## src/rtl/cvxif_pau_queue_if.sv

```systemverilog
// CVXIF issue/register/result channels plus the start/done port to the posit execution unit.
// slave = the queue itself, master = core side and execution unit.
interface cvxif_pau_queue_if #(
    parameter int XLEN  = 32,
    parameter int PAU_N = 32,
    parameter int ID_W  = 4
);
    logic             issue_valid;
    logic             issue_ready;
    logic [31:0]      issue_req_instr;
    logic [ID_W-1:0]  issue_req_id;
    logic             issue_resp_accept;
    logic             issue_resp_writeback;
    logic [1:0]       issue_resp_register_read;
    logic             register_valid;
    logic             register_ready;
    logic [ID_W-1:0]  register_id;
    logic [XLEN-1:0]  register_rs0;
    logic [XLEN-1:0]  register_rs1;
    logic [1:0]       register_rs_valid;
    logic             exu_start;
    logic [2:0]       exu_op;
    logic [PAU_N-1:0] exu_a;
    logic [PAU_N-1:0] exu_b;
    logic             exu_done;
    logic [PAU_N-1:0] exu_result;
    logic             result_valid;
    logic             result_ready;
    logic [ID_W-1:0]  result_id;
    logic [XLEN-1:0]  result_data;
    logic             result_err;
    logic             busy;

    modport slave (
        input  issue_valid, issue_req_instr, issue_req_id,
               register_valid, register_id, register_rs0, register_rs1, register_rs_valid,
               exu_done, exu_result, result_ready,
        output issue_ready, issue_resp_accept, issue_resp_writeback, issue_resp_register_read,
               register_ready, exu_start, exu_op, exu_a, exu_b,
               result_valid, result_id, result_data, result_err, busy
    );

    modport master (
        output issue_valid, issue_req_instr, issue_req_id,
               register_valid, register_id, register_rs0, register_rs1, register_rs_valid,
               exu_done, exu_result, result_ready,
        input  issue_ready, issue_resp_accept, issue_resp_writeback, issue_resp_register_read,
               register_ready, exu_start, exu_op, exu_a, exu_b,
               result_valid, result_id, result_data, result_err, busy
    );
endinterface

```

## src/rtl/cvxif_pau_queue.sv

```systemverilog
// In-order CVXIF posit instruction queue: operand capture to result_valid is 3 cycles with a 1-cycle unit.
// Issue stalls when DEPTH entries are outstanding; a held result blocks the next dispatch.
module cvxif_pau_queue #(
    parameter int XLEN    = 32,
    parameter int PAU_N   = 32,
    parameter int ID_W    = 4,
    parameter int DEPTH   = 4,
    parameter int TIMEOUT = 255
) (
    input  logic             clk,
    input  logic             rst,
    cvxif_pau_queue_if.slave bus
);
    localparam int PW = $clog2(DEPTH);
    localparam int CW = $clog2(TIMEOUT + 1);
    localparam logic [PW:0]   FULL = (PW+1)'(DEPTH);
    localparam logic [PW:0]   PINC = (PW+1)'(1);
    localparam logic [CW-1:0] TMAX = CW'(TIMEOUT);

    typedef enum logic [1:0] {ST_IDLE, ST_START, ST_WAIT} state_e;
    state_e state_q, state_d;

    logic [ID_W-1:0]  id_q  [DEPTH];
    logic [2:0]       op_q  [DEPTH];
    logic [PAU_N-1:0] a_q   [DEPTH];
    logic [PAU_N-1:0] b_q   [DEPTH];
    logic             err_q [DEPTH];

    // Four wrap-aware pointers: tail (enqueue), opr (next to get operands),
    // dsp (next to execute), head (oldest not yet retired through result handshake).
    logic [PW:0]      tail_q, opr_q, dsp_q, head_q;
    logic [CW-1:0]    cnt_q;
    logic             rslt_vld_q, rslt_err_q;
    logic [ID_W-1:0]  rslt_id_q;
    logic [PAU_N-1:0] rslt_dat_q;

    logic [PW:0]      count;
    logic [PW-1:0]    dsp_idx;
    logic             dec_hit, enq, cap, cap_err, retire, res_free;
    logic             head_rdy, head_err, timeout;
    logic             ld, ld_err;
    logic [PAU_N-1:0] ld_dat;
    logic             unused_bits;

    assign count   = tail_q - head_q;
    assign dsp_idx = dsp_q[PW-1:0];
    assign dec_hit = (bus.issue_req_instr[6:0] == 7'b1111011) &&
                     (bus.issue_req_instr[31:25] == 7'd0) && !bus.issue_req_instr[14];

    assign bus.issue_ready              = (count < FULL);
    assign bus.issue_resp_accept        = bus.issue_valid & dec_hit;
    assign bus.issue_resp_writeback     = 1'b1;
    assign bus.issue_resp_register_read = {2{bus.issue_resp_accept}};
    assign enq = bus.issue_resp_accept & bus.issue_ready;

    assign bus.register_ready = (opr_q != tail_q);
    assign cap     = bus.register_valid & bus.register_ready & (bus.register_rs_valid == 2'b11);
    assign cap_err = (bus.register_id != id_q[opr_q[PW-1:0]]);

    assign retire   = rslt_vld_q & bus.result_ready;
    assign res_free = !rslt_vld_q | bus.result_ready;
    // Operands arriving for the dispatch entry this cycle are visible immediately.
    assign head_rdy = (dsp_q != opr_q) | cap;
    assign head_err = (dsp_q != opr_q) ? err_q[dsp_idx] : cap_err;
    assign timeout  = (cnt_q == TMAX);

    assign unused_bits = ^{bus.issue_req_instr, bus.register_rs0, bus.register_rs1};

    always_ff @(posedge clk) begin
        if (rst) state_q <= ST_IDLE;
        else     state_q <= state_d;
    end

    always_comb begin
        state_d = state_q;
        unique case (state_q)
            ST_IDLE:  if (head_rdy && !head_err && res_free) state_d = ST_START;
            ST_START: state_d = ST_WAIT;
            ST_WAIT:  if (bus.exu_done || timeout) state_d = ST_IDLE;
            default:  state_d = ST_IDLE;
        endcase
    end

    always_comb begin
        ld            = 1'b0;
        ld_err        = 1'b0;
        ld_dat        = '0;
        bus.exu_start = 1'b0;
        bus.exu_op    = '0;
        bus.exu_a     = '0;
        bus.exu_b     = '0;
        unique case (state_q)
            ST_IDLE: begin
                if (head_rdy && head_err && res_free) begin
                    ld     = 1'b1;
                    ld_err = 1'b1;
                end
            end
            ST_START: begin
                bus.exu_start = 1'b1;
                bus.exu_op    = op_q[dsp_idx];
                bus.exu_a     = a_q[dsp_idx];
                bus.exu_b     = b_q[dsp_idx];
            end
            ST_WAIT: begin
                bus.exu_op = op_q[dsp_idx];
                bus.exu_a  = a_q[dsp_idx];
                bus.exu_b  = b_q[dsp_idx];
                if (bus.exu_done) begin
                    ld     = 1'b1;
                    ld_dat = bus.exu_result;
                end else if (timeout) begin
                    ld     = 1'b1;
                    ld_err = 1'b1;
                end
            end
            default: ;
        endcase
    end

    always_ff @(posedge clk) begin
        if (rst) begin
            tail_q     <= '0;
            opr_q      <= '0;
            dsp_q      <= '0;
            head_q     <= '0;
            cnt_q      <= '0;
            rslt_vld_q <= 1'b0;
            rslt_err_q <= 1'b0;
            rslt_id_q  <= '0;
            rslt_dat_q <= '0;
            for (int i = 0; i < DEPTH; i++) begin
                id_q[i]  <= '0;
                op_q[i]  <= '0;
                a_q[i]   <= '0;
                b_q[i]   <= '0;
                err_q[i] <= 1'b0;
            end
        end else begin
            if (enq) begin
                id_q[tail_q[PW-1:0]] <= bus.issue_req_id;
                op_q[tail_q[PW-1:0]] <= bus.issue_req_instr[14:12];
                tail_q               <= tail_q + PINC;
            end
            if (cap) begin
                a_q[opr_q[PW-1:0]]   <= bus.register_rs0[PAU_N-1:0];
                b_q[opr_q[PW-1:0]]   <= bus.register_rs1[PAU_N-1:0];
                err_q[opr_q[PW-1:0]] <= cap_err;
                opr_q                <= opr_q + PINC;
            end
            if (ld)     dsp_q  <= dsp_q + PINC;
            if (retire) head_q <= head_q + PINC;
            cnt_q <= (state_q == ST_IDLE) ? '0 : cnt_q + CW'(1);
            if (ld) begin
                rslt_vld_q <= 1'b1;
                rslt_err_q <= ld_err;
                rslt_id_q  <= id_q[dsp_idx];
                rslt_dat_q <= ld_dat;
            end else if (bus.result_ready) begin
                rslt_vld_q <= 1'b0;
            end
        end
    end

    assign bus.result_valid = rslt_vld_q;
    assign bus.result_id    = rslt_id_q;
    assign bus.result_data  = XLEN'(rslt_dat_q);
    assign bus.result_err   = rslt_err_q;
    assign bus.busy         = (count != '0);
endmodule

```

## src/flat_wrapper.sv

```systemverilog
// flat-port wrapper written by rule: the top's interface ports become plain ports
module cvxif_pau_queue_flat 
#(
    parameter int XLEN    = 32,
    parameter int PAU_N   = 32,
    parameter int ID_W    = 4,
    parameter int DEPTH   = 4,
    parameter int TIMEOUT = 255
)
  (clk, rst, bus_issue_valid, bus_issue_req_instr, bus_issue_req_id, bus_register_valid, bus_register_id, bus_register_rs0, bus_register_rs1, bus_register_rs_valid, bus_exu_done, bus_exu_result, bus_result_ready, bus_issue_ready, bus_issue_resp_accept, bus_issue_resp_writeback, bus_issue_resp_register_read, bus_register_ready, bus_exu_start, bus_exu_op, bus_exu_a, bus_exu_b, bus_result_valid, bus_result_id, bus_result_data, bus_result_err, bus_busy);
  cvxif_pau_queue_if #(.XLEN(XLEN), .PAU_N(PAU_N), .ID_W(ID_W)) bus_i ();
  input  logic clk;
  input  logic rst;
  input wire logic [$bits(bus_i.issue_valid)-1:0] bus_issue_valid;
  input wire logic [$bits(bus_i.issue_req_instr)-1:0] bus_issue_req_instr;
  input wire logic [$bits(bus_i.issue_req_id)-1:0] bus_issue_req_id;
  input wire logic [$bits(bus_i.register_valid)-1:0] bus_register_valid;
  input wire logic [$bits(bus_i.register_id)-1:0] bus_register_id;
  input wire logic [$bits(bus_i.register_rs0)-1:0] bus_register_rs0;
  input wire logic [$bits(bus_i.register_rs1)-1:0] bus_register_rs1;
  input wire logic [$bits(bus_i.register_rs_valid)-1:0] bus_register_rs_valid;
  input wire logic [$bits(bus_i.exu_done)-1:0] bus_exu_done;
  input wire logic [$bits(bus_i.exu_result)-1:0] bus_exu_result;
  input wire logic [$bits(bus_i.result_ready)-1:0] bus_result_ready;
  output wire logic [$bits(bus_i.issue_ready)-1:0] bus_issue_ready;
  output wire logic [$bits(bus_i.issue_resp_accept)-1:0] bus_issue_resp_accept;
  output wire logic [$bits(bus_i.issue_resp_writeback)-1:0] bus_issue_resp_writeback;
  output wire logic [$bits(bus_i.issue_resp_register_read)-1:0] bus_issue_resp_register_read;
  output wire logic [$bits(bus_i.register_ready)-1:0] bus_register_ready;
  output wire logic [$bits(bus_i.exu_start)-1:0] bus_exu_start;
  output wire logic [$bits(bus_i.exu_op)-1:0] bus_exu_op;
  output wire logic [$bits(bus_i.exu_a)-1:0] bus_exu_a;
  output wire logic [$bits(bus_i.exu_b)-1:0] bus_exu_b;
  output wire logic [$bits(bus_i.result_valid)-1:0] bus_result_valid;
  output wire logic [$bits(bus_i.result_id)-1:0] bus_result_id;
  output wire logic [$bits(bus_i.result_data)-1:0] bus_result_data;
  output wire logic [$bits(bus_i.result_err)-1:0] bus_result_err;
  output wire logic [$bits(bus_i.busy)-1:0] bus_busy;
  assign bus_i.issue_valid = bus_issue_valid;
  assign bus_i.issue_req_instr = bus_issue_req_instr;
  assign bus_i.issue_req_id = bus_issue_req_id;
  assign bus_i.register_valid = bus_register_valid;
  assign bus_i.register_id = bus_register_id;
  assign bus_i.register_rs0 = bus_register_rs0;
  assign bus_i.register_rs1 = bus_register_rs1;
  assign bus_i.register_rs_valid = bus_register_rs_valid;
  assign bus_i.exu_done = bus_exu_done;
  assign bus_i.exu_result = bus_exu_result;
  assign bus_i.result_ready = bus_result_ready;
  assign bus_issue_ready = bus_i.issue_ready;
  assign bus_issue_resp_accept = bus_i.issue_resp_accept;
  assign bus_issue_resp_writeback = bus_i.issue_resp_writeback;
  assign bus_issue_resp_register_read = bus_i.issue_resp_register_read;
  assign bus_register_ready = bus_i.register_ready;
  assign bus_exu_start = bus_i.exu_start;
  assign bus_exu_op = bus_i.exu_op;
  assign bus_exu_a = bus_i.exu_a;
  assign bus_exu_b = bus_i.exu_b;
  assign bus_result_valid = bus_i.result_valid;
  assign bus_result_id = bus_i.result_id;
  assign bus_result_data = bus_i.result_data;
  assign bus_result_err = bus_i.result_err;
  assign bus_busy = bus_i.busy;
  cvxif_pau_queue #(.XLEN(XLEN), .PAU_N(PAU_N), .ID_W(ID_W), .DEPTH(DEPTH), .TIMEOUT(TIMEOUT)) u_core (.clk(clk), .rst(rst), .bus(bus_i));
endmodule
```

## config.mk

```make
export PLATFORM = sky130hd
export DESIGN_NAME = cvxif_pau_queue_flat
export DESIGN_NICKNAME = d
export VERILOG_FILES = /design/src/rtl/cvxif_pau_queue_if.sv /design/src/rtl/cvxif_pau_queue.sv /design/src/flat_wrapper.sv
export SDC_FILE = /design/constraint.sdc
export NUM_CORES = 1
export LEC_CHECK = 0
export ABC_AREA = 1
export CORE_MARGIN = 5
export CORE_UTILIZATION = 30
export CTS_CLUSTER_DIAMETER = 200
export CTS_CLUSTER_SIZE = 12
export DETAILED_ROUTE_END_ITERATION = 12
export GPL_TIMING_DRIVEN = 0
export MAX_ROUTING_LAYER = met4
export PLACE_DENSITY = 0.59
export SLEW_MARGIN = 20
export SYNTH_ARGS = -nofsm -noshare
export SYNTH_HDL_FRONTEND = slang
export SYNTH_SLANG_ARGS = --single-unit
```

## constraint.sdc

```tcl
create_clock -name clk -period 8.2 [get_ports clk]
set_clock_uncertainty 0.05 [all_clocks]
set_input_delay 0.82 -clock clk [delete_from_list [all_inputs] [get_ports clk]]
set_output_delay 0.82 -clock clk [all_outputs]
set_load 0.02 [all_outputs]
```

==> results of run 1 <==
-- final cells by class --
| type | count | area [um^2] |
|---|---|---|
| antenna | 3 | 7.507 |
| buffer | 106 | 466.7 |
| clock buffer | 54 | 989.7 |
| clock inverter | 1 | 8.758 |
| fill | 5300 | 32200 |
| inverter | 141 | 531.8 |
| multi-input combinational | 1145 | 5025 |
| sequential | 352 | 9930 |
| tap | 688 | 860.8 |
| timing repair buffer | 248 | 2535 |
-- worst register-to-register path: stages (launching register included) --
cell	delay, ns
dfxtp_1	0.43
inv_1	0.12
ha_1	0.21
fa_1	0.43
xnor2_1	0.21
xor2_1	0.32
and2_1	0.30
nand2_1	0.29
nor2_1	0.28
nand2_1	0.28
nand2_1	0.40
-- final timing paths --
path / from / to / slack, ns / depth (start not counted)
worst max-delay path: flip-flop / bus_exu_a[11] / 3.65 / 8
worst min-delay path: u_core.cnt_q[0] / u_core.cnt_q[0] / 0.41 / 1
worst min register to register: u_core.cnt_q[0] / u_core.cnt_q[0] / 0.41 / 1
worst max register to register: u_core.tail_q[0] / u_core.id_q[0][2] / 4.52 / 10
-- synthesized netlist by cell type (all sizes together) --
master and count:
buf 41, nor3b 1, a21oi 82, nand2 112, dfxtp 64, o21ai 152, xor2 5, nor4 2
a22oi 1, o21bai 3, ha 9, or2 1, clkbuf 65, o31ai 1, and2 2, clkinv 1
nor3 4, fa 1, o22ai 4, xnor2 5, edfxtp 288, and3 1, nand4 3, nand3b 39
nand3 21, inv 140, nor2 691, conb 2
-- flip-flops by register name, indices dropped and copies added, names as in the netlist, named ones only --
register / count
u_core.cnt_q: 8
u_core.tail_q: 3
u_core.bus.result_data: 32
u_core.opr_q: 3
u_core.a_q: 128
u_core.state_q: 2
u_core.bus.result_id: 4
u_core.op_q: 12
u_core.id_q: 16
u_core.bus.result_err: 1
u_core.bus.result_valid: 1
u_core.err_q: 4
u_core.dsp_q: 3
u_core.b_q: 128
u_core.head_q: 3
-- through the flow --
stage	hold slack, ns	cell area (um^2)	setup TNS, ns
global placement	0.3795	19160	-205.43
finish	0.4057	20350	0
detailed placement	0.3988	19350	0
floorplan	0.3675	15910	0
CTS	0.4114	20350	0
global route	0.4355	20350	0
-- cell families after synthesis --
family / after synthesis / synth area share
simple gates: 877 / 0.2208
flops: 352 / 0.6245
fa+ha+maj: 10 / 0.008341
buf+inv: 247 / 0.06279
compound gates: 243 / 0.07759
xor+xnor: 10 / 0.005508
other cells: 2 / 0.0004723
-- power groups by stage --
stage               Sequential, W  Combinational, W  Clock (W)
global placement          0.00216           0.00218          0
finish                    0.00212           0.00218    0.00151
floorplan                 0.00223           0.00117          0
global route              0.00213           0.00241    0.00161
detailed placement        0.00215           0.00221          0
CTS                       0.00212           0.00222    0.00155
-- per-layer routing --
metal  wire length (um)  vias to the layer above
met5                  0                        -
met4               1262                        0
met3               3314                       71
met2              22430                      375
met1              20480                     6041
li1                   -                     6223
==> impl_metrics.json, run 1 <==
{
  "dr.first_iter.drc_count": 831,
  "ys_types": 36,
  "dr.pass1.iters": 5,
  "critPathArrivalTime_ns": 3.68,
  "layout_setup_ws_ns": 3.649,
  "p_seq_frac": 0.365,
  "start_util": 0.3026,
  "grt_overflow": 0,
  "place_congestion": 0.8615,
  "drive_gt1_frac": 0.04446,
  "dr_total_vias": 12710,
  "die_height_um": 240.2,
  "grt_pass1_wl_um": 72820,
  "die_area_um2": 57710,
  "yosys_warnings": 0,
  "finalMaxSlewViolations": 0,
  "min_period_ns": 4.551,
  "setup_violations": 0,
  "ys_top_cells_by_area": "edfxtp_1 54%, nor2_1 16%, dfxtp_1 8.1%",
  "cts_buffers": 35,
  "grt_pass1_vias": 12960,
  "met1_usage": 0.2070,
  "wl_um": 47490,
  "crit_chain": "buf_2, buf_1, clkbuf_1, nor2_1, nor2_1, o21ai_0, a21oi_1, clkdlybuf4s50_1",
  "crit_path_top_delay_cell": "clkdlybuf4s50_1",
  "max_stage_delay_ns": 0.69,
  "dp.cells": 2680,
  "period_share": 0.5550,
  "final_net_count": 2183,
  "tightest_slew_ns": 1.003,
  "peakVddDrop_uv": 178.8,
  "p_int_w": 0.003699,
  "postCtsHoldBufs": 0,
  "drc": 0,
  "gr-max-usage-layer": "met2",
  "cts_setup_buffers": 0,
  "max_freq_ghz": 0.2198,
  "post_cts_resized": 0,
  "status": "complete, no violations",
  "grt_antenna_before_repair": 2,
  "synth_area_per_cell_um2": 9.133,
  "maxCapViolations": 0,
  "p_total_w": 0.005810,
  "dp_slack_ns": 4.166,
  "final_cell_mix": "690 x nor2_1, 288 x edfxtp_1, 239 x clkdlybuf4s50_1, 152 x o21ai_0, 136 x inv_1",
  "dp.final_hpwl_um": 32700,
  "end_kind": "output port",
  "final_hold_viol_count": 0,
  "cts_root_buffer": "clkbuf_16",
  "leakage_nw": 8.142,
  "clk_pin_slew_ns": 0.06,
  "p_per_area_nw_per_um2": 285.4,
  "cp_top_family": "buffers and inverters",
  "port_buffers": 239,
  "utilization": 0.3873,
  "relSlewSlack": 0.3313,
  "critPathMostFrequentCell": "nor2_1",
  "grt_max_degree": 42,
  "htree_levels": 2,
  "die_w_um": 240.2,
  "synthCells": 1741,
  "yosys.area.top_type_share": 0.5439,
  "post_drt_wl_per_cell_um": 17.34,
  "instances_no_fill": 2738,
  "swShare": 0.3634,
  "cts_sinks": 352,
  "vias_per_cell": 4.642,
  "synth-seq-cells": 352,
  "hp-class": "reg -> reg",
  "final_common_cell": "nor2_1",
  "start_kind": "flip-flop",
  "area_delta_synth_final_pct": 28.01,
  "p_switching_w": 0.002111,
  "rows": 84,
  "ant_nets": 0,
  "clk_latency_ns": 0.55,
  "core-area_um2": 52550,
  "criticalPathCategory": "reg -> out",
  "yosysSeqAreaShare": 0.6245,
  "comb_power_share": 0.376,
  "met2_usage": 0.2723,
  "critPathMaxFanout": 10,
  "cts.path.max_buffers": 3,
  "rsz0062_at_grt": "no",
  "path_buf_inv": 4,
  "cts_tree": "done",
  "worstPathRequired_ns": 7.33,
  "gr-usage-met3": 0.03957,
  "yosys.area.top_type": "edfxtp_1",
  "grt_use_total": 0.1660,
  "io_pins": 257,
  "clkPwrFrac": 0.259,
  "synth_area_um2": 15900
}
Power figures use the tool's default switching activity.
==> run 2: changes to the inputs <==
--- a/config.mk
+++ b/config.mk
@@ -13,7 +13,7 @@
 export DETAILED_ROUTE_END_ITERATION = 12
 export GPL_TIMING_DRIVEN = 0
 export MAX_ROUTING_LAYER = met4
-export PLACE_DENSITY = 0.59
+export PLACE_DENSITY = 0.61
 export SLEW_MARGIN = 20
 export SYNTH_ARGS = -nofsm -noshare
 export SYNTH_HDL_FRONTEND = slang
==> constraint.sdc (replaced) <==
create_clock -name clk -period 3.85 [get_ports clk]
set_clock_uncertainty 0.05 [all_clocks]
set_input_delay 0.385 -clock clk [delete_from_list [all_inputs] [get_ports clk]]
set_output_delay 0.385 -clock clk [all_outputs]
set_load 0.02 [all_outputs]
==> run 2 against run 1 <==
Register-to-register slack lost 4.3 ns. Core utilization shrank 0.062 points. Cell count shrank 0.47%. Sequential power grew 110%. Via count is essentially flat. Critical path depth is the same. Largest cell class unchanged. Combinational power grew 110%. Critical path type unchanged. Sequential share of layout area grew 0.084 points. Setup slack lost 3.5 ns. Global-route usage shrank 0.060 points.
==> impl_metrics.json, run 2 (synthesis results as in run 1) <==
{
  "worstPathRequired_ns": 3.41,
  "start_kind": "flip-flop",
  "grt_use_total": 0.1654,
  "cts_setup_buffers": 0,
  "gr-usage-met3": 0.03934,
  "dr.pass1.iters": 6,
  "end_kind": "output port",
  "core-area_um2": 52550,
  "critPathMaxFanout": 10,
  "area_delta_synth_final_pct": 27.81,
  "final_hold_viol_count": 0,
  "met1_usage": 0.2088,
  "grt_overflow": 0,
  "criticalPathCategory": "reg -> out",
  "place_congestion": 0.8524,
  "htree_levels": 2,
  "rsz0062_at_grt": "no",
  "cts_tree": "done",
  "dr.first_iter.drc_count": 904,
  "relSlewSlack": 0.3276,
  "io_pins": 257,
  "ant_nets": 0,
  "rows": 84,
  "setup_violations": 0,
  "peakVddDrop_uv": 345.7,
  "tightest_slew_ns": 1.009,
  "die_height_um": 240.2,
  "grt_pass1_vias": 12901,
  "dr_total_vias": 12719,
  "cts.path.max_buffers": 3,
  "final_cell_mix": "690 x nor2_1, 288 x edfxtp_1, 239 x clkdlybuf4s50_1, 152 x o21ai_0, 136 x inv_1",
  "vias_per_cell": 4.668,
  "clk_pin_slew_ns": 0.07,
  "critPathArrivalTime_ns": 3.24,
  "grt_pass1_wl_um": 71990,
  "drc": 0,
  "cts_buffers": 35,
  "maxCapViolations": 0,
  "cts_root_buffer": "clkbuf_16",
  "r2r_slack_ns": 0.24,
  "grt_antenna_before_repair": 0,
  "status": "complete, no violations",
  "finalMaxSlewViolations": 0,
  "wl_um": 47330,
  "die_w_um": 240.2,
  "post_drt_wl_per_cell_um": 17.37,
  "tns_ns": 0,
  "period_share": 0.9540,
  "insertedDiodeCount": 0,
  "postCtsHoldBufs": 0,
  "start_util": 0.3026,
  "final_net_count": 2180,
  "clk_latency_ns": 0.54,
  "leakage_nw": 8.152,
  "cts_sinks": 352,
  "gr-max-usage-layer": "met2",
  "drive_gt1_frac": 0.04811,
  "min_period_ns": 3.673,
  "grt_max_degree": 45,
  "p_per_area_nw_per_um2": 605.1,
  "max_freq_ghz": 0.2723,
  "dp.final_hpwl_um": 32920,
  "hp-class": "in -> reg",
  "whs_ns": 0.1865,
  "final_common_cell": "nor2_1",
  "p_total_w": 0.01230,
  "die_area_um2": 57710,
  "port_buffers": 239,
  "met2_usage": 0.2689
}
## run 2: metrics by stage
step / util / area [um^2] / worst slack, ns / instances
4_1_cts: 0.3868 / 20330 / 0.001911 / 2726
6_report: 0.3867 / 20320 / 0.1769 / 2725
3_5_place_dp: 0.3682 / 19350 / 0.2035 / 2680
3_3_place_gp: 0.3650 / 19180 / -1.484 / 2671
2_1_floorplan: - / 15930 / 0.4626 / 1744
5_1_grt: 0.3867 / 20320 / 0.002163 / 2725
## run 2: repair_timing
action,in CTS,in global routing
cloned,0,0
endpoints found under the setup margin,61,22
resized for setup,9,1
## run 2: worst paths after layout
kind | from | endpoint | cells after the start
hold / removal | rst | u_core.head_q[0] | 2
setup reg to reg | u_core.tail_q[0] | u_core.id_q[1][0] | 10
hold reg to reg | u_core.cnt_q[0] | u_core.cnt_q[0] | 1
setup / recovery | flip-flop | bus_exu_b[28] | 8
## run 2: layout make-up
type,count,area [um^2]
Inverter,141,531.8
Fill cell,5269,32230
Sequential cell,352,9931
Multi-Input combinational cell,1145,5025
Clock buffer,47,963.4
Tap cell,688,860.8
Buffer,103,462.9
Clock inverter,1,8.758
Timing Repair Buffer,248,2539
## run 2: per-layer routing
layer / routed length (um) / up-vias / share of wire
met1: 20130 / 5998 / 0.43
met3: 3684 / 82 / 0.078
met4: 1172 / 0 / 0.025
met5: 0 / - / 0
met2: 22350 / 437 / 0.47
li1: - / 6202 / -
## run 2: where the power goes
part           leakage, nW  switching (W)  internal, W  total (W)
clock                0.472        0.00140      0.00173    0.00313
sequential            3.49       0.000136      0.00439    0.00453
combinational         4.19        0.00291      0.00173    0.00464
## run 2: worst max-delay path, cell delays in order, from the launching register on
cell and delay (ns):
dfxtp_1 0.33, buf_2 0.28, buf_2 0.43, clkbuf_1 0.44, nor2_1 0.10, nor2_1 0.09
o21ai_0 0.09, a21oi_1 0.27, clkdlybuf4s50_1 0.67
==> run 3: changes to the inputs <==
--- a/config.mk
+++ b/config.mk
@@ -6,6 +6,7 @@
 export NUM_CORES = 1
 export LEC_CHECK = 0
 export ABC_AREA = 1
+export ABC_CLOCK_PERIOD_IN_PS = 3850
 export CORE_MARGIN = 5
 export CORE_UTILIZATION = 30
 export CTS_CLUSTER_DIAMETER = 200
==> results of run 3 <==
Final layout, timing and power as in run 2 (identical DEF).
